$ cat src/rtl/fetch_pc_unit_pkg.sv
// Shared types and constants for the fetch PC unit.
package fetch_pc_unit_pkg;

  typedef enum logic [1:0] {
    S_BOOT  = 2'd0,
    S_RUN   = 2'd1,
    S_STALL = 2'd2,
    S_FAULT = 2'd3
  } fetch_state_t;

  localparam logic [31:0] NOP_INSN       = 32'h0000_0033;
  localparam int          IMEM_DEPTH_DEF = 32;
  localparam int          BYTE_SHIFT     = 2;

endpackage

$ cat src/rtl/fetch_pc_unit_if.sv
// Control/status bundle between decode-side control and the fetch PC unit.
interface fetch_pc_unit_if #(
  parameter int PC_W = 32
);
  logic            stall;
  logic            redirect_valid;
  logic [PC_W-1:0] redirect_target;
  logic [PC_W-1:0] pc_out;
  logic [PC_W-1:0] if_id_pc;
  logic            if_id_valid;
  logic            misalign_fault;
  logic            fetch_fault;

  modport master (
    output stall, redirect_valid, redirect_target,
    input  pc_out, if_id_pc, if_id_valid, misalign_fault, fetch_fault
  );

  modport slave (
    input  stall, redirect_valid, redirect_target,
    output pc_out, if_id_pc, if_id_valid, misalign_fault, fetch_fault
  );
endinterface

$ cat src/rtl/fetch_pc_unit_next_pc.sv
// Combinational next-PC select: fault hold > redirect > stall/boot hold > increment.
// Bound checking instead of wrapping is enabled by FETCH_BOUND_CHECK_EN.
module fetch_next_pc
  import fetch_pc_unit_pkg::*;
#(
  parameter int IMEM_DEPTH = IMEM_DEPTH_DEF,
  parameter int PC_W       = 32
) (
  input  fetch_state_t    state,
  input  logic            stall,
  input  logic            redirect_valid,
  input  logic [PC_W-1:0] redirect_target,
  input  logic [PC_W-1:0] pc,
  output logic [PC_W-1:0] next_pc,
  output logic            redir_take,
  output logic            misalign,
  output logic            bound_err
);
  localparam logic [PC_W-1:0] MASK = PC_W'(IMEM_DEPTH - 1);

  logic [PC_W-1:0] tgt_word;
  logic            mis_tgt;
  logic            redir_oob;
  logic            seq_oob;

  assign tgt_word = redirect_target >> BYTE_SHIFT;
  assign mis_tgt  = |redirect_target[1:0];
  assign misalign = redirect_valid && mis_tgt && (state != S_FAULT);

`ifdef FETCH_BOUND_CHECK_EN
  assign redir_oob = tgt_word >= PC_W'(IMEM_DEPTH);
  assign seq_oob   = pc == MASK;
`else
  assign redir_oob = 1'b0;
  assign seq_oob   = 1'b0;
`endif

  always_comb begin
    next_pc    = pc;
    redir_take = 1'b0;
    bound_err  = 1'b0;
    if (state == S_FAULT) begin
      next_pc = pc;
    end else if (redirect_valid && !mis_tgt) begin
      // a misaligned target falls through as if no redirect were requested
      if (redir_oob) bound_err = 1'b1;
      else begin
        next_pc    = tgt_word & MASK;
        redir_take = 1'b1;
      end
    end else if (state == S_BOOT || stall) begin
      next_pc = pc;
    end else if (seq_oob) begin
      bound_err = 1'b1;
    end else begin
      next_pc = (pc + PC_W'(1)) & MASK;
    end
  end
endmodule

$ cat src/rtl/fetch_pc_unit.sv
// Fetch PC register, IF/ID tag tracking and fetch FSM.
// FETCH_BOUND_CHECK_EN turns address wrap into a sticky fetch fault.
module fetch_pc_unit
  import fetch_pc_unit_pkg::*;
#(
  parameter int IMEM_DEPTH = IMEM_DEPTH_DEF,
  parameter int PC_W       = 32,
  parameter int RESET_PC   = 0
) (
  input  logic             clk,
  input  logic             rst_n,
  fetch_pc_unit_if.slave   bus
);
  localparam logic [PC_W-1:0] RESET_WORD = PC_W'(RESET_PC >> BYTE_SHIFT);

  fetch_state_t    state_q, state_d;
  logic [PC_W-1:0] pc_q, pc_d;
  logic [PC_W-1:0] if_id_pc_q, if_id_pc_d;
  logic            if_id_valid_q, if_id_valid_d;
  logic            misalign_q, misalign_d;

  logic [PC_W-1:0] next_pc;
  logic            redir_take;
  logic            misalign;
  logic            bound_err;

  fetch_next_pc #(.IMEM_DEPTH(IMEM_DEPTH), .PC_W(PC_W)) u_next_pc (
    .state           (state_q),
    .stall           (bus.stall),
    .redirect_valid  (bus.redirect_valid),
    .redirect_target (bus.redirect_target),
    .pc              (pc_q),
    .next_pc         (next_pc),
    .redir_take      (redir_take),
    .misalign        (misalign),
    .bound_err       (bound_err)
  );

  always_comb begin
    state_d       = state_q;
    pc_d          = next_pc;
    if_id_pc_d    = if_id_pc_q;
    if_id_valid_d = if_id_valid_q;
    misalign_d    = misalign;
    unique case (state_q)
      S_BOOT: begin
        state_d       = S_RUN;
        if_id_valid_d = 1'b0;
      end
      S_RUN, S_STALL: begin
        if (redir_take) begin
          // word read at this edge is wrong-path: capture its tag but squash it
          if_id_pc_d    = pc_q << BYTE_SHIFT;
          if_id_valid_d = 1'b0;
          state_d       = S_RUN;
        end else if (bus.stall) begin
          state_d = S_STALL;
        end else begin
          if_id_pc_d    = pc_q << BYTE_SHIFT;
          if_id_valid_d = 1'b1;
          state_d       = S_RUN;
        end
      end
      S_FAULT: begin
        if_id_valid_d = 1'b0;
      end
    endcase
    if (bound_err) begin
      state_d       = S_FAULT;
      pc_d          = pc_q;
      if_id_pc_d    = if_id_pc_q;
      if_id_valid_d = 1'b0;
    end
  end

  always_ff @(posedge clk or negedge rst_n) begin
    if (!rst_n) begin
      state_q       <= S_BOOT;
      pc_q          <= RESET_WORD;
      if_id_pc_q    <= '0;
      if_id_valid_q <= 1'b0;
      misalign_q    <= 1'b0;
    end else begin
      state_q       <= state_d;
      pc_q          <= pc_d;
      if_id_pc_q    <= if_id_pc_d;
      if_id_valid_q <= if_id_valid_d;
      misalign_q    <= misalign_d;
    end
  end

  assign bus.pc_out         = pc_q;
  assign bus.if_id_pc       = if_id_pc_q;
  assign bus.if_id_valid    = if_id_valid_q;
  assign bus.misalign_fault = misalign_q;
`ifdef FETCH_BOUND_CHECK_EN
  // only reset leaves S_FAULT, so the state itself is the sticky flag
  assign bus.fetch_fault    = (state_q == S_FAULT);
`else
  assign bus.fetch_fault    = 1'b0;
`endif
endmodule

$ cat src/flat_wrapper.sv
// flat-port wrapper written by rule: the top's interface ports become plain ports
module fetch_pc_unit_flat import fetch_pc_unit_pkg::*;
#(
  parameter int IMEM_DEPTH = IMEM_DEPTH_DEF,
  parameter int PC_W       = 32,
  parameter int RESET_PC   = 0
)
  (clk, rst_n, bus_stall, bus_redirect_valid, bus_redirect_target, bus_pc_out, bus_if_id_pc, bus_if_id_valid, bus_misalign_fault, bus_fetch_fault);
  fetch_pc_unit_if #(.PC_W(PC_W)) bus_i ();
  input  logic clk;
  input  logic rst_n;
  input wire logic [$bits(bus_i.stall)-1:0] bus_stall;
  input wire logic [$bits(bus_i.redirect_valid)-1:0] bus_redirect_valid;
  input wire logic [$bits(bus_i.redirect_target)-1:0] bus_redirect_target;
  output wire logic [$bits(bus_i.pc_out)-1:0] bus_pc_out;
  output wire logic [$bits(bus_i.if_id_pc)-1:0] bus_if_id_pc;
  output wire logic [$bits(bus_i.if_id_valid)-1:0] bus_if_id_valid;
  output wire logic [$bits(bus_i.misalign_fault)-1:0] bus_misalign_fault;
  output wire logic [$bits(bus_i.fetch_fault)-1:0] bus_fetch_fault;
  assign bus_i.stall = bus_stall;
  assign bus_i.redirect_valid = bus_redirect_valid;
  assign bus_i.redirect_target = bus_redirect_target;
  assign bus_pc_out = bus_i.pc_out;
  assign bus_if_id_pc = bus_i.if_id_pc;
  assign bus_if_id_valid = bus_i.if_id_valid;
  assign bus_misalign_fault = bus_i.misalign_fault;
  assign bus_fetch_fault = bus_i.fetch_fault;
  fetch_pc_unit #(.IMEM_DEPTH(IMEM_DEPTH), .PC_W(PC_W), .RESET_PC(RESET_PC)) u_core (.clk(clk), .rst_n(rst_n), .bus(bus_i));
endmodule
$ cat config.mk
export PLATFORM = sky130hd
export DESIGN_NAME = fetch_pc_unit_flat
export DESIGN_NICKNAME = d
export VERILOG_FILES = /design/src/rtl/fetch_pc_unit_pkg.sv /design/src/rtl/fetch_pc_unit_if.sv /design/src/rtl/fetch_pc_unit_next_pc.sv /design/src/rtl/fetch_pc_unit.sv /design/src/flat_wrapper.sv
export SDC_FILE = /design/constraint.sdc
export NUM_CORES = 1
export LEC_CHECK = 0
export CAP_MARGIN = 20
export CORE_AREA = 2 2 62 64
export CTS_CLUSTER_DIAMETER = 200
export DETAILED_ROUTE_END_ITERATION = 7
export DIE_AREA = 0 0 64 66
export PLACE_DENSITY = 0.92
export SKIP_CTS_REPAIR_TIMING = 1
export SYNTH_ARGS = -nofsm -noshare
export SYNTH_HDL_FRONTEND = slang
export SYNTH_SLANG_ARGS = --single-unit
$ cat constraint.sdc
create_clock -name clk -period 3.77 [get_ports clk]
set_input_delay 0.377 -clock clk [delete_from_list [all_inputs] [get_ports clk]]
set_output_delay 0.377 -clock clk [all_outputs]
set_load 0.005 [all_outputs]
* Word level (Yosys, flattened, before mapping) *
Index checks and enable logic that the tools add are counted.

operators by class
  bitwise logic cells = 1
  add/sub/neg operators = 1
  reductions and logical operators = 12
  mux-type cells = 12
  equal/unequal tests = 7

operators by type and width
  operator                                        number
  two-way mux 32 bit                              4
  OR reduction 2 bit                              3
  adder 5 x 1 -> 5 bit (second input constant)    1
  == test 2 bit (second input constant)           2
  two-way mux 1 bit                               4
  two-way mux 2 bit                               2
  != test 2 bit (second input constant)           2
  case mux 2 bit (2 select lines)                 1
  AND reduction 2 bit                             2
  logical AND 1 bit                               3
  != test 3 x 2 -> 1 bit (second input constant)  1
  == test 2 x 1 -> 1 bit (second input constant)  1
  logical NOT 2 bit                               1
  != test 2 x 1 -> 1 bit (second input constant)  1
  case mux 1 bit (2 select lines)                 1
  nonzero test 2 bit                              1
  logical NOT 1 bit                               1
  logical OR 1 bit                                1
  inverter 1 bit                                  1

storage, ports and cells
  word-level logic and storage cells = 38
  output and inout port bits = 67
  register bits after elaboration = 68
  input port bits = 36

* Depth between registers and ports, before layout *
  word-level depth = 7
  gate-level depth with buffers = 5
  mapped depth without buffers = 5

* Modules after synthesis *
A second synthesis with hierarchy kept.

second synthesis, totals
  cell total of the unflattened synthesis = 224
  area, all modules = 3069.2 sq um

by module, submodules not included
  module         times used  seq. area each (sq um)  cells an instance  area each (sq um)
  fetch_pc_unit  1           1651.6                  151                2575.0
  fetch_next_pc  1           0.0                     73                 494.2

* Worst setup path after synthesis *
OpenSTA, ideal clock, no wires.

  kind = flip-flop to flip-flop
  start = register u_core.state_q[0]
  end = register u_core.if_id_pc_q[2], in the netlist u_core.bus.if_id_pc[2]
  path slack = 2.145 ns
  required time = 3.645 ns
  buffers on the path = 0
  setup time = 0.125 ns
  data arrival time = 1.500 ns
  period minus slack after synthesis = 1.625 ns
  cell stages (with the launch flop) = 5
  path through = dfrtp_1 > ha_1 > nor4b_4 > o21ai_4 > mux2_2

on the way
  longest elaborated chain between the ends = 4
  elaborated cells on any way between the ends = 8
  those cells by class = eq/ne (4); mux (2); reduce/logical (2)

ends and longest elaborated chain
  what                              RTL line                     RTL
  start, declared                   fetch_pc_unit.sv:16          fetch_state_t state_q, state_d;
  start signal, assigned            fetch_pc_unit.sv:84          state_q <= state_d;
  == test 2 bit                     fetch_pc_unit_next_pc.sv:42  if (state == S_FAULT) begin
  two-way mux 1 bit                 fetch_pc_unit_next_pc.sv:42
  != test 2 x 1 -> 1 bit (no line)  n/a
  AND reduction 2 bit (no line)     n/a
  end signal, assigned              fetch_pc_unit.sv:86          if_id_pc_q <= if_id_pc_d;
  end, declared                     fetch_pc_unit.sv:18          logic [PC_W-1:0] if_id_pc_q, if_id_pc_d;

Parallel ways exist; a longest one is shown, timed or not.
A chain may end at the register's enable or synchronous reset.

* Worst setup path in the final report *
  start = register u_core.state_q[0]
  end = register u_core.if_id_pc_q[4], in the netlist u_core.bus.if_id_pc[4]

The elaborated chain is that of the path after synthesis.

==> results by stage <==
Outcome:
- The flow ran to the end, and the final reports show no timing, DRC or antenna violations.

STA:
- The final-layout setup total negative slack is 0 ns.
- The final period demand of the worst path is 1.79 ns.
- The worst pin sits at a relative slew slack of 54.9%.
- The transition at the pin with the smallest max-transition slack is approximately 0.67 ns.
- The total count of max-transition violations in the final report came to 0.
- The share of the clock period used by the worst path is 47.5%.
- The clock arrives with between 0.0007 and 0.0008 ns of skew.
- Setup repair after global routing left no endpoint under its margin.
- The final hold violation count is 0.
- Timing would allow up to between 500 and 600 MHz.
- Setup violations remaining at the end of the flow were counted as 0.

Clock network:
- The clock latency at the later pin of the worst-skew pair is 0.26 ns.
- Clock-pin slew was measured on the worst setup and hold paths at 0.08 ns.
- CTS placed an instance of clkbuf_4 at the clock tree root.
- The total CTS buffers is 3.
- The number of buffers on the longest clock path is 2.
- The TritonCTS clock tree is built.
- Clock tree synthesis found a total of 14 sinks.
- In this run the number of H-tree levels came out at 1.

Final layout:
- The area growth from synthesis to final layout is 8.25%.
- The number of antenna diodes is 0.
- The number of filler cells placed in the layout is 362.
- Cells with a size suffix above 1 make up 9.03% of the layout.
- The number of nets in the layout is 186.

Detailed routing:
- After detailed routing, the average wire length per cell comes to 9.26 um.
- In the routed design, unresolved DRC markers number 0.
- The first routing iteration left 11 violations.
- The detailed-route wire length is between 1500 and 2000 um.
- After detailed routing, the number of vias per cell comes to 3.73.
- The routed layout has about 700 vias.
- The detail route stage leaves a number of antenna-violating nets equal to 0.
- The first detailed-routing pass took 4 iterations.

Die:
- Row generation in the floorplan step produced 22 rows.
- The die area is 4220 um2.
- The initial utilization of the core area, before any placement, comes to 32.5%.
- The die extent in y is 66 um.
- The die is 64 um wide.
- The area of the core is 3550 um2.
- For this design the top-level I/O count stands at around 100.

GRT:
- The met1 track utilization from global routing is 7.71%.
- The total overflow left after global routing is 0.
- For met3 alone, demand over resource in global routing was 3.92%.
- After global routing, the most crowded layer is met2.
- Across every metal layer, demand over resource in global routing totals between 7 and 8%.
- The number of antenna violations at the first check in global routing is 0.
- The met2 global-route usage is 13.9%.
- The maximum number of pins on one net before global-route repair is 15.
- The via count of the first global-routing pass was 587.
- The first global-routing pass estimated 2570 um of wire.

Synth:
- By area the synthesized netlist is led by buf_4 (36%), dfrtp_1 (30%), mux2_2 (4.9%).
- The number of distinct standard cells referenced by the synthesized netlist is 25.
- The average instance in the mapped netlist occupies 9.60 um2.
- The total of warnings raised by yosys is 0.
- buf_4 takes more of the synthesized area than any other cell.
- The synthesized flop and latch total is 14.
- Synthesis produced a netlist whose cell count is 120.
- Of the synthesized area, sequential elements account for 30.4%.
- After synthesis, the largest area contributor takes up between 30 and 40% of total cell area.
- Summing every instance area after synthesis gives 1150 um2.

Setup path:
- At the worst endpoint, the arrival time is 1.95 ns.
- The maximum fanout along the worst path is 9.
- The data required time at the worst endpoint is 3.93 ns.
- The critical path's top delay family is simple AND/OR/NAND/NOR gates.
- STA classifies the critical path endpoint as a flop.
- STA classifies the critical path startpoint as a flop.
- The type of the setup path with the least slack is reg2reg.
- The critical path buffer and inverter count is 0.
- Walking the worst path, the cells encountered are ha_1, nor4b_4, o21ai_4, mux2_2.
- For this run, the slowest stage of the critical path takes 0.58 ns.
- The cell with the biggest individual delay on the critical path is nor4b_4.

Run:
- The number of max-cap violations is 0.

Pwr:
- The static leakage power is around 0.00063 uW.
- The total power draw is between 700 and 800 uW.
- Across the VDD grid, the largest voltage drop is 0.132 mV.
- The power density normalized to cell area is about 600 nW/um2.

Placed design:
- The number of input and output port buffers inserted is 22.
- Routability-driven placement finished with a final weighted congestion of ~0.70.
- The HPWL after detailed placement is 1490 um.

Hold path:
- The classification of the worst-slack hold path is in2async.
-- worst reg2reg max path, stage by stage, from the launching register on --
cell	delay, ns
dfrtp_1	0.40
ha_1	0.27
nor4b_4	0.58
o21ai_4	0.14
mux2_2	0.29
-- layout make-up --
| cell class | count | area, um2 | share of cell area (%) |
|---|---|---|---|
| clock buffers | 3 | 22.5 | 1.81 |
| inverters | 7 | 26.3 | 2.11 |
| multi-input cells | 97 | 561 | 44.9 |
| flip-flops and latches | 14 | 350 | 28.1 |
| well taps | 48 | 60.1 | 4.81 |
| repair buffers | 23 | 228 | 18.3 |
-- Yosys cell counts --
cell / number
nand4_1: 2
o21ai_0: 1
o21ai_4: 1
o22ai_1: 3
a21o_1: 1
dfrtp_1: 14
nand2_1: 1
nor2_1: 3
nor4b_4: 1
a211o_1: 1
a21oi_1: 2
conb_1: 1
buf_4: 55
a22oi_1: 3
and3b_2: 1
nor3_1: 2
nor3b_1: 3
nor4_1: 1
buf_2: 1
inv_1: 7
mux2i_1: 4
or2_2: 1
ha_1: 4
and3_1: 2
mux2_2: 5
-- per-stage QoR --
stage / hold slack, ns / cell area, um2 / setup WS (ns) / utilization, % / instances
3_3_place_gp: 0.487 / 1220 / 1.82 / 34.5 / 189
4_1_cts: 0.513 / 1250 / 1.97 / 35.1 / 192
2_1_floorplan: 0.0814 / 1360 / 2.15 / - / 174
5_1_grt: 0.528 / 1250 / 1.89 / 35.1 / 192
6_report: 0.489 / 1250 / 1.98 / 35.1 / 192
3_5_place_dp: 0.497 / 1220 / 1.80 / 34.5 / 189
-- flip-flops by register name, summed over array words and instances, names as in the netlist --
register,cells
u_core.bus.if_id_pc,5
u_core.bus.if_id_valid,1
u_core.bus.misalign_fault,1
u_core.bus.pc_out,5
u_core.state_q,2
-- routing by layer --
layer  wire length (um)  vias to the layer above
li1                   -                      338
met1                625                      331
met2                897                       45
met3                246                        2
met4                  8                        0
met5                  0                        -
-- where the power goes --
part | switching (uW) | leakage (uW) | internal [uW] | total [uW]
logic | 155 | 0.000454 | 226 | 381
registers | 68.5 | 0.000162 | 222 | 290
clock network | 41.9 | 0.0000138 | 36.9 | 78.8
total | 265 | 0.000629 | 485 | 750
-- cell usage in the layout, fill, tap and decap left out, drive strengths merged, types with 2 or more instances in the layout --
| master | instances |
|---|---|
| a21oi | 2 |
| ha | 4 |
| clkdlybuf4s50 | 22 |
| a22oi | 3 |
| o21ai | 2 |
| nor3b | 3 |
| conb | 55 |
| clkbuf | 3 |
| nand4 | 2 |
| nor2 | 3 |
| and3 | 2 |
| mux2 | 5 |
| mux2i | 4 |
| o22ai | 3 |
| dfrtp | 14 |
| inv | 7 |
| nor3 | 2 |
-- final timing paths --
kind	start	end	slack, ns	cells after the start
min reg2reg	u_core.bus.if_id_pc[5]	u_core.bus.if_id_pc[5]	0.51	1
min in group clk	u_core.bus.if_id_pc[5]	u_core.bus.if_id_pc[5]	0.51	1
max reg2reg	u_core.state_q[0]	u_core.bus.if_id_pc[4]	1.98	4
min	rst_n	u_core.bus.if_id_pc[6]	0.49	1
max	u_core.state_q[0]	u_core.bus.if_id_pc[4]	1.98	4
max in group asynchronous	rst_n	u_core.bus.pc_out[0]	2.89	1
-- cells by family (layout without fill, tap and decap cells) --
kind of cell	count (synthesis)	in the layout	synth area share [%]
multiplexers	9	9	8.36
flip-flops	14	14	30.4
adder cells (fa/ha/maj)	4	4	4.34
buffers and inverters	63	33	38.5
other	1	55	0.325
AO/OA/AOI/OAI	12	12	7.71
AND/OR/NAND/NOR	17	17	10.3
(Power assumes the default switching activity.)
